## config.mk

```make
export PLATFORM = sky130hd
export DESIGN_NAME = seven_segment_reader
export DESIGN_NICKNAME = d
export VERILOG_FILES = /design/src/rtl/seven_segment_pkg.sv /design/src/rtl/seg_pattern_lookup.sv /design/src/rtl/seven_segment_reader.sv
export SDC_FILE = /design/constraint.sdc
export NUM_CORES = 1
export LEC_CHECK = 0
export CAP_MARGIN = 0
export CORE_AREA = 2 2 73 75
export CTS_CLUSTER_DIAMETER = 50
export CTS_CLUSTER_SIZE = 10
export DETAILED_ROUTE_END_ITERATION = 16
export DIE_AREA = 0 0 75 77
export PLACE_DENSITY_LB_ADDON = 0.12
export SKIP_LAST_GASP = 1
export SLEW_MARGIN = 20
export SYNTH_ARGS = -nofsm -noshare
export SYNTH_HDL_FRONTEND = slang
export SYNTH_SLANG_ARGS = --single-unit
```

## constraint.sdc

```tcl
create_clock -name i_clk -period 6.6 [get_ports i_clk]
set_input_delay 0.99 -clock i_clk [delete_from_list [all_inputs] [get_ports i_clk]]
set_output_delay 0.99 -clock i_clk [all_outputs]
set_load 0.02 [all_outputs]
```

## src/rtl/seven_segment_pkg.sv

```systemverilog
// Shared seven-segment constants: digit patterns (bit6..bit0 = G..A),
// the blank pattern and the reader FSM state type.
package seven_segment_pkg;

  localparam logic [6:0] SEG_BLANK = 7'h00;

  localparam logic [6:0] SEG_PATTERNS [0:15] = '{
    7'h3F, 7'h06, 7'h5B, 7'h4F, 7'h66, 7'h6D, 7'h7D, 7'h07,
    7'h7F, 7'h6F, 7'h77, 7'h7C, 7'h39, 7'h5E, 7'h79, 7'h71
  };

  typedef enum logic {
    IDLE,
    SETTLE
  } state_e;

endpackage

```

## src/rtl/seg_pattern_lookup.sv

```systemverilog
// Combinational reverse lookup: seven-segment pattern -> hex digit.
module seg_pattern_lookup
  import seven_segment_pkg::*;
(
  input  logic [6:0] pattern_i,
  output logic [3:0] digit_o,
  output logic       is_digit_o,
  output logic       is_blank_o
);

  // Scan the digit table; patterns are unique so at most one entry matches.
  always_comb begin
    digit_o    = '0;
    is_digit_o = 1'b0;
    for (int unsigned i = 0; i < 16; i++) begin
      if (pattern_i == SEG_PATTERNS[i]) begin
        digit_o    = 4'(i);
        is_digit_o = 1'b1;
      end
    end
    is_blank_o = (pattern_i == SEG_BLANK);
  end

endmodule

```

## src/rtl/seven_segment_reader.sv

```systemverilog
// Seven-segment readback: synchronises the segment lines, debounces the
// pattern for STABLE_CYCLES cycles and reports the encoded hex digit.
// Build option SEVEN_SEGMENT_READER_ACTIVE_LOW_EN: segment lines are
// active-low (common anode); the synchronised pattern is inverted.
module seven_segment_reader
  import seven_segment_pkg::*;
#(
  parameter int unsigned STABLE_CYCLES = 4
) (
  input  logic       i_clk,
  input  logic       i_rst,
  input  logic       i_segA,
  input  logic       i_segB,
  input  logic       i_segC,
  input  logic       i_segD,
  input  logic       i_segE,
  input  logic       i_segF,
  input  logic       i_segG,
  output logic [3:0] o_value,
  output logic       o_valid,
  output logic       o_blank,
  output logic       o_error
);

  localparam int unsigned CNT_W = $clog2(STABLE_CYCLES + 1);
  localparam logic [CNT_W-1:0] CNT_DONE = CNT_W'(STABLE_CYCLES);

`ifdef SEVEN_SEGMENT_READER_ACTIVE_LOW_EN
  localparam logic [6:0] SYNC_RST = '1;
`else
  localparam logic [6:0] SYNC_RST = '0;
`endif

  logic [6:0] seg_raw;
  logic [6:0] sync1_q, sync2_q;
  logic [6:0] seg_s;

  state_e           state_q, state_d;
  logic [6:0]       cand_q, cand_d;
  logic [CNT_W-1:0] cnt_q, cnt_d;
  logic [6:0]       committed_q, committed_d;
  logic [3:0]       value_q, value_d;
  logic             valid_q, valid_d;
  logic             blank_q, blank_d;
  logic             error_q, error_d;

  logic [3:0] cand_digit;
  logic       cand_is_digit;
  logic       cand_is_blank;

  assign seg_raw = {i_segG, i_segF, i_segE, i_segD, i_segC, i_segB, i_segA};

  // Two-flop synchroniser per segment line.
  always_ff @(posedge i_clk) begin
    if (i_rst) begin
      sync1_q <= SYNC_RST;
      sync2_q <= SYNC_RST;
    end else begin
      sync1_q <= seg_raw;
      sync2_q <= sync1_q;
    end
  end

`ifdef SEVEN_SEGMENT_READER_ACTIVE_LOW_EN
  assign seg_s = ~sync2_q;
`else
  assign seg_s = sync2_q;
`endif

  seg_pattern_lookup u_lookup (
    .pattern_i  (cand_q),
    .digit_o    (cand_digit),
    .is_digit_o (cand_is_digit),
    .is_blank_o (cand_is_blank)
  );

  // FSM state, debounce and output registers.
  always_ff @(posedge i_clk) begin
    if (i_rst) begin
      state_q     <= IDLE;
      cand_q      <= SEG_BLANK;
      cnt_q       <= '0;
      committed_q <= SEG_BLANK;
      value_q     <= '0;
      valid_q     <= 1'b0;
      blank_q     <= 1'b1;
      error_q     <= 1'b0;
    end else begin
      state_q     <= state_d;
      cand_q      <= cand_d;
      cnt_q       <= cnt_d;
      committed_q <= committed_d;
      value_q     <= value_d;
      valid_q     <= valid_d;
      blank_q     <= blank_d;
      error_q     <= error_d;
    end
  end

  // Next-state: detect change, debounce candidate, commit when stable.
  always_comb begin
    state_d     = state_q;
    cand_d      = cand_q;
    cnt_d       = cnt_q;
    committed_d = committed_q;
    value_d     = value_q;
    valid_d     = 1'b0;
    blank_d     = blank_q;
    error_d     = error_q;
    unique case (state_q)
      IDLE: begin
        if (seg_s != committed_q) begin
          state_d = SETTLE;
          cand_d  = seg_s;
          cnt_d   = CNT_W'(1);
        end
      end
      SETTLE: begin
        if (seg_s != cand_q) begin
          cand_d = seg_s;
          cnt_d  = CNT_W'(1);
        end else if (cnt_q == CNT_DONE) begin
          state_d = IDLE;
          // A glitch that settled back on the old pattern commits nothing.
          if (cand_q != committed_q) begin
            committed_d = cand_q;
            valid_d     = 1'b1;
            if (cand_is_digit) begin
              value_d = cand_digit;
              blank_d = 1'b0;
              error_d = 1'b0;
            end else if (cand_is_blank) begin
              blank_d = 1'b1;
              error_d = 1'b0;
            end else begin
              blank_d = 1'b0;
              error_d = 1'b1;
            end
          end
        end else begin
          cnt_d = cnt_q + CNT_W'(1);
        end
      end
      default: state_d = IDLE;
    endcase
  end

  assign o_value = value_q;
  assign o_valid = valid_q;
  assign o_blank = blank_q;
  assign o_error = error_q;

endmodule

```

## Word level (Yosys, flattened, before mapping)

Cells that the tools add are included.

- Input bits: 9
- Register bits: 39
- Output and inout bits: 7
- Logic and storage cells: 90

- Muxes and demuxes: 47
- Add/subtract/negate cells: 1
- Equal/unequal tests: 23
- Bitwise operators: 3
- Reductions and logical operators: 6

Operators by type and width:

| cell | number |
|---|---|
| equality test 7 bit (second input constant) | 12 |
| 2-to-1 mux 4 bit | 8 |
| 2-to-1 mux 1 bit | 25 |
| 2-to-1 mux 3 bit | 7 |
| inequality test 7 bit | 3 |
| equality test 7 x 3 -> 1 bit (second input constant) | 2 |
| equality test 7 x 6 -> 1 bit (second input constant) | 2 |
| 2-to-1 mux 7 bit | 2 |
| case mux 7 bit (2 select lines) | 1 |
| zero test 7 bit | 1 |
| case mux 3 bit (2 select lines) | 1 |
| AND reduction 5 bit | 1 |
| 2-to-1 mux 2 bit | 2 |
| AND reduction 2 bit | 2 |
| AND reduction 4 bit | 1 |
| OR reduction 4 bit | 1 |
| adder 3 x 1 -> 3 bit (second input constant) | 1 |
| equality test 3 bit (second input constant) | 1 |
| inequality test 3 bit (second input constant) | 1 |
| inverter 1 bit | 3 |
| inequality test 2 x 1 -> 1 bit (second input constant) | 1 |
| inequality test 2 bit (second input constant) | 1 |
| case mux 1 bit (2 select lines) | 1 |

## Depth between registers and ports, before layout

Gate-level depths: netlist of run 1.

- Depth in word-level cells: 18
- Depth in mapped cells: 8
- Mapped depth without buffers: 7

## Cells and area by module

From an unflattened synthesis of run 1, not the netlist that was laid out.

- Cells, all modules: 231
- Area, all modules: 2008.2 um2

Modules (own cells, without submodules):

| module | times used | sequential area each (um2) | area each (um2) | cells an instance |
|---|---|---|---|---|
| seven_segment_reader | 1 | 780.7 | 1606.5 | 169 |
| seg_pattern_lookup | 1 | 0.0 | 401.6 | 62 |

## Worst setup path after synthesis of run 1

OpenSTA, ideal clock, no wires.

- Path kind: register to register
- Start: register cand_q[0]
- End: register error_q, in the netlist o_error
- Cell stages (with the launch flop): 8
- Arrival time: 2004 ps
- Library setup time: 71 ps
- Period minus slack after synthesis: 2074 ps
- Path slack: 4526 ps
- Buffers on the path: 1
- Required time: 6529 ps
- Path through: dfxtp_1 > clkbuf_1 > xnor2_1 > nand4_1 > nor4_4 > nand2_1 > or3_1 > a21oi_1

- Longest elaborated chain between the ends: 18
- Elaborated cells on any way between the ends: 39
- Those cells by class: eq/ne (18); mux (18); bitwise (1); reduce/logical (2)

RTL lines:

| what | line | RTL |
|---|---|---|
| from (decl) | seven_segment_reader.sv:39 | `logic [6:0] cand_q, cand_d;` |
| from (signal assigned) | seven_segment_reader.sv:90 | `cand_q <= cand_d;` |
| equality test 7 x 6 -> 1 bit | seg_pattern_lookup.sv:16 | `if (pattern_i == SEG_PATTERNS[i]) begin` |
| 2-to-1 mux 1 bit (16 in series) | seg_pattern_lookup.sv:16 |  |
| 2-to-1 mux 1 bit | seven_segment_reader.sv:128 | `if (cand_is_digit) begin` |
| to (signal assigned) | seven_segment_reader.sv:96 | `error_q <= error_d;` |
| to (decl) | seven_segment_reader.sv:45 | `logic error_q, error_d;` |

Parallel ways exist; a longest one is shown, timed or not.
A chain may end at the register's enable or synchronous reset.

## Final worst setup path of run 1

- Start: register cand_q[1]
- End: register error_q, in the netlist o_error

Same word-level chain as after synthesis.

==> key figures, run 1 <==
Power
  – Clk network pwr share: 0.343
  – Pint: 0.339 mW
  – Sw power: 0.119 mW
  – Sequential share of power: 0.553
  – Peak supply drop: 160 µV
  – P_leak: 0.803 nW
  – Sw Share: 0.260
  – Comb pwr share: 0.104
  – PD cells: 208 nW/µm²

Floorplanning
  – Die W: 75 µm
  – Cell Rows: 26
  – Core Area: 4980 µm²
  – Total Die Area: 5780 µm²
  – Initial Utilization: 0.392
  – Die H: 77 µm
  – Number of top-level pins: 16

Synthesis
  – Sequential area share after synthesis: 0.400
  – Ys Warns: 0
  – Cell variety after synth: 41
  – Synth Flop Type: dfxtp_1
  – Post-synth top area cell: dfxtp_1
  – Mapped Nets: 236
  – Syn_area_per_cell: 8.67 µm²
  – Cells after Synth: 225
  – Synth top area cells: dfxtp_1, xnor2_1, xor2_1, mux2i_1, nor2b_1
  – Number of flops mapped to enable cells by yosys: 0
  – Share of the synthesized area in the top cell type: 0.400
  – #FFs+latches synth: 39
  – Post-Syn Area: 1950 µm²
  – Post-synth ARST share: 0

Critical path
  – RR Endpoint: o_error
  – Largest stage delay, worst path: 0.67 ns
  – CP Launch Type: register
  – Critical Path End: o_error
  – CP Class: register to register
  – Crit path launch: cand_q[1]
  – CP endpoint kind: register
  – Critical-path cell list: or2b_1 -> o32ai_1 -> a211o_1 -> or4_4 -> or3_1 -> a21oi_1
  – Worst r2r path cells: 6
  – Critical Path RT: 6.82 ns
  – Flop2flop setup slack: 4.17 ns
  – CP max FO: 15
  – RR Startpoint: cand_q[1]
  – Slowest cell on the critical path: dfxtp_1
  – Worst path arrival time: 2.65 ns

Timing
  – Clock skew: 0.00590 ns
  – Min Hold Slack: 0.437 ns
  – Slew margin rel.: 0.563
  – Final setup fails: 0
  – Fmax achieved: 412 MHz
  – Final Hold Viols: 0
  – Final TNS setup: 0 ns
  – Final min period: 2.43 ns
  – RSZ-0062 raised after global routing: no
  – Slew @ Worst Pin: 0.639 ns
  – Final period utilization: 0.368
  – Max-slew violations: 0

Finish
  – Final net count: 245
  – Area of the multi-input gates: 1060 µm²
  – Reg area: 781 µm²
  – Area Overhead vs Synth: 13.0%
  – Final cell count without fillers: 305
  – ANT cells: 0
  – Fillers: 507
  – Util after Layout: 0.443
  – Layout cell share with drive strength beyond 1: 0.0553

Clock network
  – Worst skew pair latency: 0.29 ns
  – Hold Buf Count CTS: 0
  – Longest Clk Path Bufs: 2
  – H-tree depth: 2
  – Post_cts resized: 0
  – Post CTS Setup Buffer Count: 0
  – CTS sink cnt: 39
  – CTS Buf Count: 5
  – CTS tree: done
  – CTS root buf: clkbuf_8
  – CTS clk-pin slew, worst paths: 0.08 ns

Place
  – Placer Congestion: 0.880
  – DP Wirelength: 2750 µm
  – Placed cell count: 297
  – PortBufs: 15

Worst hold path
  – Hold Path Stages: 1
  – Hold Startpoint: sync1_q[6]
  – Hold Crit Class: register to register

Global routing
  – Largest net degree at the start of global routing: 40
  – Grt ovf: 0
  – First-pass GRT wire length: 6970 µm
  – Total Routing Usage GR: 0.157
  – Initial antenna violation count: 0
  – Vias in the first global route: 1405

Routing
  – Iteration-0 DRC Markers: 164
  – Vias per inst: 4.97
  – DR DRC count: 0
  – WL/cell: 12.8 µm
  – Vias: 1515
  – Detailed Route WL: 3900 µm
  – DRT Pass-1 Iters: 4
  – Detail Route Antenna Nets: 0

Status
  – Outcome: finished, final reports clean

Flow run
  – Max_cap viols: 0
how the worst min path moves through the flow:
stage	endpoint	slack [ns]
after floorplan	seg_s[0]	0.41
after global placement	seg_s[0]	0.42
after detailed placement	seg_s[6]	0.42
after CTS	seg_s[6]	0.44
after global routing	seg_s[5]	0.46
final	seg_s[6]	0.44
power by group through the flow:
stage               logic [mW]  registers (mW)  clock network [mW]
global route            0.0540           0.255               0.175
floorplan               0.0433           0.252                   0
detailed placement      0.0478           0.259                   0
CTS                     0.0481           0.253               0.163
global placement        0.0481           0.259                   0
finish                  0.0476           0.253               0.157
worst max-delay path: cells and delay by family, from the launching register on:
kind | cells | cell delay, ns
simple gates | 3 | 1.11
flops | 1 | 0.67
compound gates | 3 | 0.57
registers in the layout, indices dropped and copies added, names as in the netlist, 3 cells and up:
signal	cells
sync1_q	7
o_value	4
cnt_q	3
committed_q	7
seg_s	7
cand_q	7
cell usage in the layout (no fill, tap or decap), drive strengths merged, types with 2 or more instances in the layout:
cell,Yosys,final
a211o,2,2
a21oi,12,12
and2,2,2
and3,3,3
clkbuf,6,5
clkdlybuf4s50,0,15
clkinvlp,0,2
dfxtp,39,39
ha,2,2
inv,7,7
mux2i,10,10
nand2,17,17
nand2b,2,2
nand3,4,4
nand4,5,5
nor2,25,25
nor2b,15,15
nor3,11,11
nor4,7,7
o21ai,2,2
o22ai,2,2
or3,3,3
or4,3,3
xnor2,14,14
xor2,12,12
synth_stat cells, drive strengths merged, types with 4 or more instances:
cell type	count
buf	8
a21oi	12
nand3	4
nand2	17
nand4	5
nor4	7
mux2i	10
nor3	11
dfxtp	39
xnor2	14
nor2b	15
xor2	12
clkbuf	6
inv	7
nor2	25
cell type report:
cell class / count / share of cell area
Multi-Input combinational cell: 165 / 0.482
Sequential cell: 39 / 0.354
Timing Repair Buffer: 16 / 0.0716
Tap cell: 70 / 0.0398
Clock buffer: 5 / 0.0312
Inverter: 7 / 0.0119
Clock inverter: 3 / 0.00909
metrics by stage:
step | setup WS [ns] | total power, mW | area, µm²
3_3_place_gp | 4.22 | 0.307 | 2110
6_report | 4.17 | 0.458 | 2200
3_5_place_dp | 4.20 | 0.307 | 2110
5_1_grt | 3.93 | 0.484 | 2200
2_1_floorplan | 4.53 | 0.295 | 1950
4_1_cts | 4.17 | 0.464 | 2200
cell families (layout without fill, tap and decap cells):
family / count (synthesis) / count (layout) / synth area share
AO/OA/AOI/OAI: 26 / 26 / 0.0860
buffers and inverters: 21 / 31 / 0.0552
AND/OR/NAND/NOR: 100 / 100 / 0.273
adder cells (fa/ha/maj): 3 / 3 / 0.0180
XOR/XNOR: 26 / 26 / 0.117
flip-flops: 39 / 39 / 0.400
multiplexers: 10 / 10 / 0.0513
per-layer routing:
metal	up-vias	global-route usage	part of all wire
met3	5	0.0394	0.039
li1	792	-	-
met2	30	0.217	0.45
met4	0	0.0625	0.014
met1	688	0.231	0.50
met5	-	0	0
No activity file was read; power rests on OpenSTA's default activity.
==> run 2, diff against run 1 <==
==> constraint.sdc (replaced) <==
create_clock -name i_clk -period 2.4 [get_ports i_clk]
set_input_delay 0.36 -clock i_clk [delete_from_list [all_inputs] [get_ports i_clk]]
set_output_delay 0.36 -clock i_clk [all_outputs]
set_load 0.02 [all_outputs]
==> run 2 against run 1 <==
Power grew to 3.0 times the previous value. Sequential cell count unchanged. Maximum frequency is 6.3% higher. Critical path type unchanged. Design area rose by 4.9%. Highest routed layer unchanged. Largest power group unchanged. Core utilization up 2.2 points.
==> key figures, run 2 (synthesis gave the netlist of run 1 again) <==
Status
  – Outcome: finished, final reports clean

Worst hold path
  – Hold Crit Class: register to register

Power
  – Peak supply drop: 370 µV (+130%)
  – P_leak: 0.876 nW (+9.0%)
  – Tot Pwr: 1.37 mW (+200%)
  – PD cells: 593 nW/µm² (+190%)

Routing
  – Vias per inst: 4.99 (+0.53%)
  – WL/cell: 12.8 µm (-0.19%)
  – DR DRC count: 0 (unchanged)
  – Detail Route Antenna Nets: 0 (unchanged)
  – Vias: 1578 (+4.2%)
  – DRT Pass-1 Iters: 4 (unchanged)
  – Iteration-0 DRC Markers: 97 (-41%)
  – Detailed Route WL: 4030 µm (+3.4%)

Floorplanning
  – Cell Rows: 26 (unchanged)
  – Die H: 77 µm (unchanged)
  – Initial Utilization: 0.392 (unchanged)
  – Core Area: 4980 µm² (unchanged)
  – Number of top-level pins: 16 (unchanged)
  – Die W: 75 µm (unchanged)
  – Total Die Area: 5780 µm² (unchanged)

Flow run
  – Max_cap viols: 0 (unchanged)

Timing
  – Clock skew: 0.00533 ns (-0.000571 ns)
  – Final period utilization: 0.952 (+0.584)
  – Slew @ Worst Pin: 0.580 ns (-0.0584 ns)
  – Final TNS setup: 0 ns (unchanged)
  – Max-slew violations: 0 (unchanged)
  – Final min period: 2.28 ns (-0.144 ns)
  – Min Hold Slack: 0.439 ns (+0.00222 ns)
  – RSZ-0062 raised after global routing: no
  – Final setup fails: 0 (unchanged)
  – Slew margin rel.: 0.603 (+0.0400)
  – Fmax achieved: 438 MHz (+6.3%)
  – Final Hold Viols: 0 (unchanged)

Clock network
  – CTS root buf: clkbuf_8
  – Hold Buf Count CTS: 0 (unchanged)
  – Worst skew pair latency: 0.29 ns (about the same)
  – CTS tree: done
  – Post_cts resized: 0 (unchanged)
  – CTS Buf Count: 5 (unchanged)
  – Longest Clk Path Bufs: 2 (unchanged)
  – CTS sink cnt: 39 (unchanged)
  – Post CTS Setup Buffer Count: 0 (unchanged)
  – CTS clk-pin slew, worst paths: 0.08 ns (about the same)
  – H-tree depth: 2 (unchanged)

Finish
  – Most frequent cells in the layout: dfxtp_1, nor2_1, nand2_1
  – Fillers: 490 (-3.4%)
  – Reg area: 781 µm² (unchanged)
  – Most common cell after layout, fill and taps aside: dfxtp_1
  – Util after Layout: 0.464 (+0.0216)
  – ANT cells: 0 (unchanged)
  – Final net count: 257 (+4.9%)
  – Finished Cell Area: 2310 µm² (+4.9%)
  – Area Overhead vs Synth: 18.5%
  – Layout cell share with drive strength beyond 1: 0.0976 (+0.0422)
  – Area of the multi-input gates: 1060 µm² (unchanged)

Global routing
  – Largest net degree at the start of global routing: 15 (-63%)
  – First-pass GRT wire length: 6960 µm (-0.10%)
  – Initial antenna violation count: 0 (unchanged)
  – Grt ovf: 0 (unchanged)
  – Total Routing Usage GR: 0.156 (-0.00121)
  – Vias in the first global route: 1471 (+4.7%)

Critical path
  – CP max FO: 11 (-4)
  – CP Launch Type: register
  – CP endpoint kind: register
  – Worst path arrival time: 2.51 ns (-0.14 ns)
  – CP Class: register to register
  – Critical Path RT: 2.62 ns (-4.20 ns)

Place
  – PortBufs: 15 (unchanged)
  – Placed cell areas: 2200 µm² (+4.3%)
  – Placer Congestion: 0.801 (-9.0%)
  – DP Wirelength: 3070 µm (+11%)
[run 2: cell types whose count changed in the layout (fill, tap and decap cells not counted), sizes merged]
cell      delta
buf         +12
bufinv       +1
clkinv       -1
clkinvlp     -1
[run 2: report_power, final]
part | switching, mW | leakage, nW | total [mW] | internal [mW]
clock network | 0.226 | 0.0502 | 0.529 | 0.304
logic | 0.0762 | 0.507 | 0.150 | 0.0734
registers | 0.0247 | 0.318 | 0.691 | 0.667
[run 2: stage by stage]
stage,setup slack (ns),instances
3_5_place_dp,0.140,309
2_1_floorplan,0.326,225
4_1_cts,0.120,316
5_1_grt,0.00688,316
6_report,0.116,316
3_3_place_gp,0.126,309
[run 2: final cells by class]
cell class                      instances  share of cell area
Multi-Input combinational cell        165               0.460
Sequential cell                        39               0.338
Timing Repair Buffer                   28               0.107
Tap cell                               70              0.0379
Clock buffer                            5              0.0298
Clock inverter                          2              0.0162
Inverter                                7              0.0114
[run 2: per-layer routing]
metal,track usage,share of wire,vias to the layer above
li1,-,-,812
met1,0.213,0.49,731
met5,0,0,-
met4,0.0589,0.017,0
met3,0.0434,0.038,8
met2,0.232,0.46,27
[run 2: worst paths after layout]
kind         startpoint        to  slack, ns  depth (start not counted)
min          sync1_q[5]  seg_s[5]       0.44                          1
min reg2reg  sync1_q[5]  seg_s[5]       0.44                          1
max           cand_q[6]   o_error       0.12                          6
max reg2reg   cand_q[6]   o_error       0.12                          6
[run 2: worst max-delay path: stages, from the launching register on]
cell and delay (ns):
dfxtp_1 0.60, or3_1 0.29, o22a_1 0.19, nor3_1 0.08, or4_4 0.54, or3_1 0.38, a21oi_1 0.13
